[src/rtl/tx_frame_scheduler_if.sv]
// Stream bundle between the two symbol sources, the frame scheduler and the modulator.
// The master modport is the scheduler side; slave is the surrounding environment.
interface tx_frame_scheduler_if;
    logic       enable;
    logic       src0_valid;
    logic [1:0] src0_data;
    logic       src0_ready;
    logic       src1_valid;
    logic [1:0] src1_data;
    logic       src1_ready;
    logic       out_valid;
    logic [1:0] out_data;
    logic       out_ready;
    logic [1:0] grant;
    logic       busy;
    logic       frame_done;

    modport master (
        input  enable, src0_valid, src0_data, src1_valid, src1_data, out_ready,
        output src0_ready, src1_ready, out_valid, out_data, grant, busy, frame_done
    );

    modport slave (
        output enable, src0_valid, src0_data, src1_valid, src1_data, out_ready,
        input  src0_ready, src1_ready, out_valid, out_data, grant, busy, frame_done
    );
endinterface

[src/rtl/tx_frame_scheduler.sv]
// Frames the modulator symbol stream as preamble + payload from one of two
// round-robin sources + fill gap; the grant is held for the whole frame.
module tx_frame_scheduler #(
    parameter int          PRE_LEN     = 16,
    parameter logic [31:0] PRE_PATTERN = 32'hF0F0_CCCC,
    parameter int          FRAME_LEN   = 64,
    parameter int          GAP_LEN     = 8,
    parameter logic [1:0]  FILL_SYM    = 2'b00
) (
    input  logic                   clk,
    input  logic                   rst,
    tx_frame_scheduler_if.master   bus
);
    localparam int MAX_A = (PRE_LEN > FRAME_LEN) ? PRE_LEN : FRAME_LEN;
    localparam int MAX_B = (MAX_A > GAP_LEN) ? MAX_A : GAP_LEN;
    localparam int MAX_C = (MAX_B > 2) ? MAX_B : 2;
    localparam int CW    = $clog2(MAX_C);

    localparam logic [CW-1:0] PRE_LAST   = CW'(PRE_LEN - 1);
    localparam logic [CW-1:0] FRAME_LAST = CW'(FRAME_LEN - 1);
    localparam logic [CW-1:0] GAP_LAST   = (GAP_LEN > 0) ? CW'(GAP_LEN - 1) : '0;

    typedef enum logic [1:0] {IDLE, PRE, PAY, GAP} state_t;

    state_t        state, state_d;
    logic [CW-1:0] cnt, cnt_d;
    logic [1:0]    grant_q, grant_d;
    logic          last_q, last_d;   // index of the source that owned the previous frame

    logic          ov, r0, r1, fd, xfer, sel;
    logic [1:0]    od;
    logic [3:0]    pre_idx;

    assign sel     = grant_q[1];
    assign pre_idx = 4'(cnt);

    always_ff @(posedge clk or negedge rst) begin
        if (!rst) begin
            state   <= IDLE;
            cnt     <= '0;
            grant_q <= 2'b00;
            last_q  <= 1'b1;
        end else begin
            state   <= state_d;
            cnt     <= cnt_d;
            grant_q <= grant_d;
            last_q  <= last_d;
        end
    end

    always_comb begin
        state_d = state;
        cnt_d   = cnt;
        grant_d = grant_q;
        last_d  = last_q;
        ov      = 1'b0;
        od      = 2'b00;
        r0      = 1'b0;
        r1      = 1'b0;
        fd      = 1'b0;
        xfer    = 1'b0;
        case (state)
            IDLE: begin
                if (bus.enable && (bus.src0_valid || bus.src1_valid)) begin
                    // On a tie the source that did not own the last frame wins.
                    if (bus.src0_valid && bus.src1_valid)
                        grant_d = last_q ? 2'b01 : 2'b10;
                    else
                        grant_d = bus.src0_valid ? 2'b01 : 2'b10;
                    cnt_d   = '0;
                    state_d = PRE;
                end
            end
            PRE: begin
                ov   = 1'b1;
                od   = PRE_PATTERN[{pre_idx, 1'b0} +: 2];
                xfer = bus.out_ready;
                if (xfer) begin
                    if (cnt == PRE_LAST) begin
                        cnt_d   = '0;
                        state_d = PAY;
                    end else begin
                        cnt_d = cnt + 1'b1;
                    end
                end
            end
            PAY: begin
                ov   = sel ? bus.src1_valid : bus.src0_valid;
                od   = sel ? bus.src1_data  : bus.src0_data;
                r0   = ~sel & bus.out_ready;
                r1   = sel & bus.out_ready;
                xfer = ov & bus.out_ready;
                if (xfer) begin
                    if (cnt == FRAME_LAST) begin
                        cnt_d  = '0;
                        last_d = sel;
                        if (GAP_LEN == 0) begin
                            fd      = 1'b1;
                            state_d = IDLE;
                        end else begin
                            state_d = GAP;
                        end
                    end else begin
                        cnt_d = cnt + 1'b1;
                    end
                end
            end
            GAP: begin
                ov   = 1'b1;
                od   = FILL_SYM;
                xfer = bus.out_ready;
                if (xfer) begin
                    if (cnt == GAP_LAST) begin
                        cnt_d   = '0;
                        fd      = 1'b1;
                        state_d = IDLE;
                    end else begin
                        cnt_d = cnt + 1'b1;
                    end
                end
            end
            default: state_d = IDLE;
        endcase
    end

    assign bus.out_valid  = ov;
    assign bus.out_data   = od;
    assign bus.src0_ready = r0;
    assign bus.src1_ready = r1;
    assign bus.frame_done = fd;
    assign bus.busy       = (state != IDLE);
    assign bus.grant      = (state == IDLE) ? 2'b00 : grant_q;
endmodule

[src/flat_wrapper.sv]
// flat-port wrapper written by rule: the top's interface ports become plain ports
module tx_frame_scheduler_flat 
#(
    parameter int          PRE_LEN     = 16,
    parameter logic [31:0] PRE_PATTERN = 32'hF0F0_CCCC,
    parameter int          FRAME_LEN   = 64,
    parameter int          GAP_LEN     = 8,
    parameter logic [1:0]  FILL_SYM    = 2'b00
)
  (clk, rst, bus_enable, bus_src0_valid, bus_src0_data, bus_src1_valid, bus_src1_data, bus_out_ready, bus_src0_ready, bus_src1_ready, bus_out_valid, bus_out_data, bus_grant, bus_busy, bus_frame_done);
  tx_frame_scheduler_if bus_i ();
  input  logic clk;
  input  logic rst;
  input wire logic [$bits(bus_i.enable)-1:0] bus_enable;
  input wire logic [$bits(bus_i.src0_valid)-1:0] bus_src0_valid;
  input wire logic [$bits(bus_i.src0_data)-1:0] bus_src0_data;
  input wire logic [$bits(bus_i.src1_valid)-1:0] bus_src1_valid;
  input wire logic [$bits(bus_i.src1_data)-1:0] bus_src1_data;
  input wire logic [$bits(bus_i.out_ready)-1:0] bus_out_ready;
  output wire logic [$bits(bus_i.src0_ready)-1:0] bus_src0_ready;
  output wire logic [$bits(bus_i.src1_ready)-1:0] bus_src1_ready;
  output wire logic [$bits(bus_i.out_valid)-1:0] bus_out_valid;
  output wire logic [$bits(bus_i.out_data)-1:0] bus_out_data;
  output wire logic [$bits(bus_i.grant)-1:0] bus_grant;
  output wire logic [$bits(bus_i.busy)-1:0] bus_busy;
  output wire logic [$bits(bus_i.frame_done)-1:0] bus_frame_done;
  assign bus_i.enable = bus_enable;
  assign bus_i.src0_valid = bus_src0_valid;
  assign bus_i.src0_data = bus_src0_data;
  assign bus_i.src1_valid = bus_src1_valid;
  assign bus_i.src1_data = bus_src1_data;
  assign bus_i.out_ready = bus_out_ready;
  assign bus_src0_ready = bus_i.src0_ready;
  assign bus_src1_ready = bus_i.src1_ready;
  assign bus_out_valid = bus_i.out_valid;
  assign bus_out_data = bus_i.out_data;
  assign bus_grant = bus_i.grant;
  assign bus_busy = bus_i.busy;
  assign bus_frame_done = bus_i.frame_done;
  tx_frame_scheduler #(.PRE_LEN(PRE_LEN), .PRE_PATTERN(PRE_PATTERN), .FRAME_LEN(FRAME_LEN), .GAP_LEN(GAP_LEN), .FILL_SYM(FILL_SYM)) u_core (.clk(clk), .rst(rst), .bus(bus_i));
endmodule
[config.mk]
export PLATFORM = sky130hd
export DESIGN_NAME = tx_frame_scheduler_flat
export DESIGN_NICKNAME = d
export VERILOG_FILES = /design/src/rtl/tx_frame_scheduler_if.sv /design/src/rtl/tx_frame_scheduler.sv /design/src/flat_wrapper.sv
export SDC_FILE = /design/constraint.sdc
export NUM_CORES = 1
export LEC_CHECK = 0
export ABC_CLOCK_PERIOD_IN_PS = 5300
export CAP_MARGIN = 20
export CORE_MARGIN = 2
export CORE_UTILIZATION = 53
export DETAILED_ROUTE_END_ITERATION = 16
export HOLD_SLACK_MARGIN = 0.12
export PLACE_DENSITY = 0.94
export SYNTH_ARGS = -nofsm -noshare
export SYNTH_HDL_FRONTEND = slang
export SYNTH_SLANG_ARGS = --single-unit
[constraint.sdc]
create_clock -name clk -period 5.3 [get_ports clk]
set_input_delay 1.59 -clock clk [delete_from_list [all_inputs] [get_ports clk]]
set_output_delay 1.59 -clock clk [all_outputs]
set_load 0.1 [all_outputs]
==> flow_metrics.tcl, run 1 <==
set metrics [dict create \
    routed_wl_um 1930 \
    cts_tree "done" \
    cp.depth 5 \
    cts_resized 0 \
    grt_pass1_vias 749 \
    postCtsSetupBuffers 0 \
    grt_pass1_wl_um 3250 \
    crit_type "in -> out" \
    synthSimpleGateAreaFrac_pct 22.1 \
    multi_input_area_sq_um 549 \
    cp-end-kind "primary output" \
    layout-drive-gt1-share_pct 22.0 \
    synth_edf_count 0 \
    viasPerCell 6.07 \
    crit_required_ns 3.71 \
    rrSetupSlack_ns 3.29 \
    syn_area_per_cell_sq_um 9.58 \
    first_iter_violations 11 \
    pin_count 19 \
    synthAdderAreaFrac_pct 7.26 \
    period_share_pct 83.3 \
    synth_area_leaders "dfrtp_1, ha_1, mux2_2" \
    yosys.area_share.xor_xnor_pct 0 \
    fp.dieH_um 44.3 \
    antenna_found_initial 0 \
    hold_violations 0 \
    synth_top_family_by_area "compound AO/OA/AOI/OAI gates" \
    worstPathBufferInverterCount 2 \
    clock_skew_ns 0.00455 \
    synth_area_sq_um 862 \
    max-slew-margin-rel_pct 35.4 \
    crit_family "buffers and inverters" \
    grt_use_total_pct 22.8 \
    ant_nets 0 \
    muxShareOfSynthArea_pct 9.58 \
    seq_area_frac_synth_pct 32.1 \
    mostFrequentLayoutCells "clkdlybuf4s50_1, dfrtp_1, nand2_1" \
    async_reset_ff_share_pct 100 \
    num_rows 14 \
    ff2ff_path_depth 7 \
    max-cap-violations 0 \
    status "complete, no violations" \
    synth_compound_area_share_pct 24.8 \
    synthCells 90 \
    place_hpwl_um 1530 \
    seq_area_sq_um 277 \
    core-area_sq_mm 0.00152 \
    fin_crit_ns 4.42 \
    drt_pass1_iterations 4 \
    stdcell_count 125 \
    cts_buffer_depth 2 \
    syn_nets 105 \
    synth_top_area_share_pct 29.0 \
    layout_commonest_cell "clkdlybuf4s50_1" \
    ys_ff_latch 11 \
    dpl.cell_count 121 \
    start_kind "input pin" \
    grt_max_degree 14 \
    crit_path_top_delay_cell "clkdlybuf4s50_1" \
    path_cells "clkdlybuf4s50_1 > mux2_4 > nand2_1 > a21oi_1 > buf_4" \
    root_buffer "clkbuf_4" \
    syn_to_final_growth_pct 22.9 \
    start_util_pct 56.6 \
    die_width_um 44.3 \
    fin_setup_tns_ns 0 \
    diodes 0 \
    nets 125 \
    design.die.area_sq_mm 0.00197 \
    gp_congestion 0.815 \
    cts_buffers 3 \
    critPathArrivalTime_ns 2.83 \
    vias 759 \
    min_path_cells 2 \
    finalSetupViolCount 0 \
    synth_area_leader_cell "dfrtp_1" \
    synth_cell_types 39 \
    rsz0062_at_grt "no" \
    remaining_drc_errors 0 \
    worst_pin_slew_ns 0.966 \
    clk_pin_slew_ns 0.07 \
    io_buffers 18 \
    globalRouteOverflowTotal 0 \
    wire_per_inst_um 15.5 \
    cts_max_level 1 \
    ys_warn_count 0 \
    fillers 114 \
    clock_latency_ns 0.27 \
    postCtsHoldBufs 0 \
    crit_fanout 4 \
    cts_sinks 11 \
    critPathMaxStageDelay_ns 0.52 \
    hold_path.class "reg -> reg" \
    synth_flop_cell "dfrtp_1" \
    slew_violations 0 \
    max_freq_ghz 0.226 \
]
==> worst reg2reg max path, stage by stage (launching register included) <==
cell,delay [ns]
dfrtp_1,0.40
inv_1,0.12
ha_1,0.51
inv_1,0.11
o31ai_1,0.11
o32a_1,0.29
nor2_1,0.10
mux2_2,0.27
==> kinds of logic after synthesis <==
family | after synthesis
buffers and inverters | 9
AO/OA/AOI/OAI | 26
multiplexers | 7
adder cells (fa/ha/maj) | 5
flip-flops | 11
AND/OR/NAND/NOR | 32
==> synthesized netlist by cell type, types with 2 or more instances <==
cell,count
a21boi_0,2
a21o_1,2
a21oi_1,4
a22o_1,2
and3_1,3
buf_2,2
dfrtp_1,10
ha_1,5
inv_1,6
mux2_2,5
nand2_1,9
nand3_1,4
nor2_1,6
nor2b_1,3
o21ai_0,3
==> final cells by class <==
type / instances / share of cell area, %
timing repair buffer: 18 / 15.6
tap: 16 / 1.89
multi-input combinational: 70 / 51.8
clock buffer: 4 / 2.48
sequential: 11 / 26.1
inverter: 6 / 2.13
==> registers in the layout, indices dropped and copies added (netlist names) <==
register	count
u_core.cnt	6
u_core.state	2
u_core.grant_q	2
u_core.last_q	1
==> worst paths after layout <==
path                              startpoint                 to
min in group asynchronous                rst      u_core.cnt[0]
max                           bus_src0_valid      bus_out_valid
min reg2reg                u_core.grant_q[0]  u_core.grant_q[0]
max reg2reg                  u_core.state[0]      u_core.cnt[0]
min                        u_core.grant_q[0]  u_core.grant_q[0]
max in group asynchronous                rst      u_core.last_q
==> metal layers <==
metal | GRT usage [%] | vias to the layer above | routed length, um
met5 | 0 | - | 0
met4 | 13.9 | 0 | 70
met3 | 2.45 | 9 | 83
met2 | 38.8 | 26 | 954
met1 | 27.3 | 354 | 824
li1 | - | 370 | -
==> stage by stage <==
stage          utilization [%]  hold WS (ns)  setup WS, ns  area (sq um)
6_report                  69.5         0.525         0.884          1060
5_1_grt                   69.5         0.575         0.798          1060
4_1_cts                   69.5         0.528         0.882          1060
3_5_place_dp              67.8         0.510         0.887          1030
3_3_place_gp              67.8         0.505         0.928          1030
2_1_floorplan                -         0.481        0.0501           862
Power of run 1 is not shown: default switching activity piles up to over one toggle a cycle in this logic, so the estimate is an artifact.
==> run 2: changes to the inputs <==
Settings changed: ABC_CLOCK_PERIOD_IN_PS 5300 to 4100, CORE_UTILIZATION 53 to 49, PLACE_DENSITY 0.94 to 0.89.
Clock period 5.3 ns to 4.1 ns, I/O delays scaled along.
==> flow_metrics.tcl, run 2 (synthesis results as in run 1) <==
set metrics [dict create \
    status "complete, no violations" \
    postCtsHoldBufs 0 \
    antenna_found_initial 0 \
    first_iter_violations 16 \
    clock_skew_ns 0.000126 \
    cts_max_level 1 \
    wire_per_inst_um 15.2 \
    min_path_cells 2 \
    critPathMaxStageDelay_ns 0.51 \
    fin_setup_tns_ns 0 \
    vias 784 \
    pin_count 19 \
    nets 125 \
    largest_reg_flops 6 \
    regMostFlops "u_core.cnt" \
    die_width_um 45.9 \
    syn_to_final_growth_pct 31.9 \
    crit_type "in -> out" \
    mostFrequentLayoutCells "dfrtp_1, nand2_1, clkdlybuf4s50_1" \
    reg_top3 "u_core.cnt x6, u_core.grant_q x2, u_core.state x2" \
    max_freq_ghz 0.277 \
    hold_path.class "reg -> reg" \
    grt_pass1_wl_um 3120 \
    hold_violations 0 \
    cts_buffer_depth 2 \
    design.die.area_sq_mm 0.00211 \
    fin_crit_ns 3.61 \
    grt_use_total_pct 20.8 \
    rsz0062_at_grt "no" \
    num_rows 15 \
    routed_wl_um 1910 \
    critPathArrivalTime_ns 2.38 \
    start_util_pct 51.0 \
    holdPathEnd "u_core.grant_q[0]" \
    max-cap-violations 0 \
    slew_violations 0 \
    clock_latency_ns 0.27 \
    period_share_pct 88.1 \
    drt_pass1_iterations 4 \
    viasPerCell 6.22 \
    worstReg2RegStart "u_core.state[0]" \
    globalRouteOverflowTotal 0 \
    cts_resized 0 \
    start_kind "input pin" \
    crit_path_top_delay_cell "clkdlybuf4s50_1" \
    cts_buffers 3 \
    cp-end-kind "primary output" \
    remaining_drc_errors 0 \
    fillers 128 \
    gp_congestion 0.799 \
    holdCritStartpoint "u_core.grant_q[0]" \
    clk_pin_slew_ns 0.07 \
    rrSetupSlack_ns 2.08 \
    path_cells "clkdlybuf4s50_1 > mux2_4 > nand2_1 > a21oi_2 > buf_12" \
    layout-drive-gt1-share_pct 26.6 \
    crit_required_ns 2.87 \
    core-area_sq_mm 0.00169 \
    grt_max_degree 14 \
    fp.dieH_um 45.9 \
    r2r-end "u_core.cnt[0]" \
    worst_pin_slew_ns 0.589 \
    io_buffers 18 \
    max-slew-margin-rel_pct 60.8 \
    cts_sinks 11 \
    cts_tree "done" \
    diodes 0 \
    place_hpwl_um 1490 \
    grt_pass1_vias 731 \
    finalSetupViolCount 0 \
    root_buffer "clkbuf_4" \
    layout_commonest_cell "dfrtp_1" \
    crit_fanout 4 \
    ff2ff_path_depth 7 \
    postCtsSetupBuffers 0 \
    ant_nets 0 \
]
==> run 2: changes by cell type in the layout (fill, tap and decap cells not counted), sizes merged <==
cell	change
clkdlybuf4s50	-3
buf	+3
==> run 2: final cells by class <==
class,instances,area (sq um),share of cell area [%]
inverter,6,22.5,1.98
sequential,11,277,24.3
multi-input combinational,70,558,49.1
tap,17,21.3,1.87
timing repair buffer,18,233,20.5
clock buffer,4,26.3,2.31
==> run 2: per-layer routing <==
| layer | part of all wire [%] | GRT usage, % | routed length, um | up-vias |
|---|---|---|---|---|
| met1 | 42 | 25.9 | 801 | 387 |
| met5 | 0 | 0 | 0 | - |
| met2 | 52 | 35.0 | 999 | 23 |
| met3 | 3.9 | 2.38 | 75 | 5 |
| li1 | - | - | - | 369 |
| met4 | 1.9 | 10.3 | 36 | 0 |
==> run 2: metrics by stage <==
| step | hold WS [ns] | area (sq um) | cells | setup slack [ns] | util (%) |
|---|---|---|---|---|---|
| after detailed placement | 0.518 | 1110 | 122 | 0.485 | 65.8 |
| after global routing | 0.546 | 1140 | 126 | 0.440 | 67.3 |
| final | 0.520 | 1140 | 126 | 0.489 | 67.3 |
| after global placement | 0.508 | 1110 | 122 | 0.498 | 65.8 |
| after CTS | 0.527 | 1140 | 126 | 0.486 | 67.3 |
| after floorplan | 0.481 | 871 | 90 | 0.0153 | - |
==> run 2: worst max-delay path by stage <==
stage | startpoint | endpoint | slack, ns | cells past startpoint
after floorplan | bus_src1_data[0] | bus_out_data[0] | 0.02 | 3
final | bus_src0_valid | bus_out_valid | 0.49 | 5
after detailed placement | bus_src0_valid | bus_out_valid | 0.49 | 5
after global routing | bus_src0_valid | bus_out_valid | 0.44 | 5
after global placement | bus_src0_valid | bus_out_valid | 0.50 | 5
after CTS | bus_src0_valid | bus_out_valid | 0.49 | 5
==> run 2: worst max-delay path, delay by kind of cell <==
kind | cells | cell delay, ns
AO/OA/AOI/OAI | 1 | 0.20
buffers and inverters | 2 | 0.71
multiplexers | 1 | 0.18
AND/OR/NAND/NOR | 1 | 0.07
Power of run 2 is left out for the same reason.
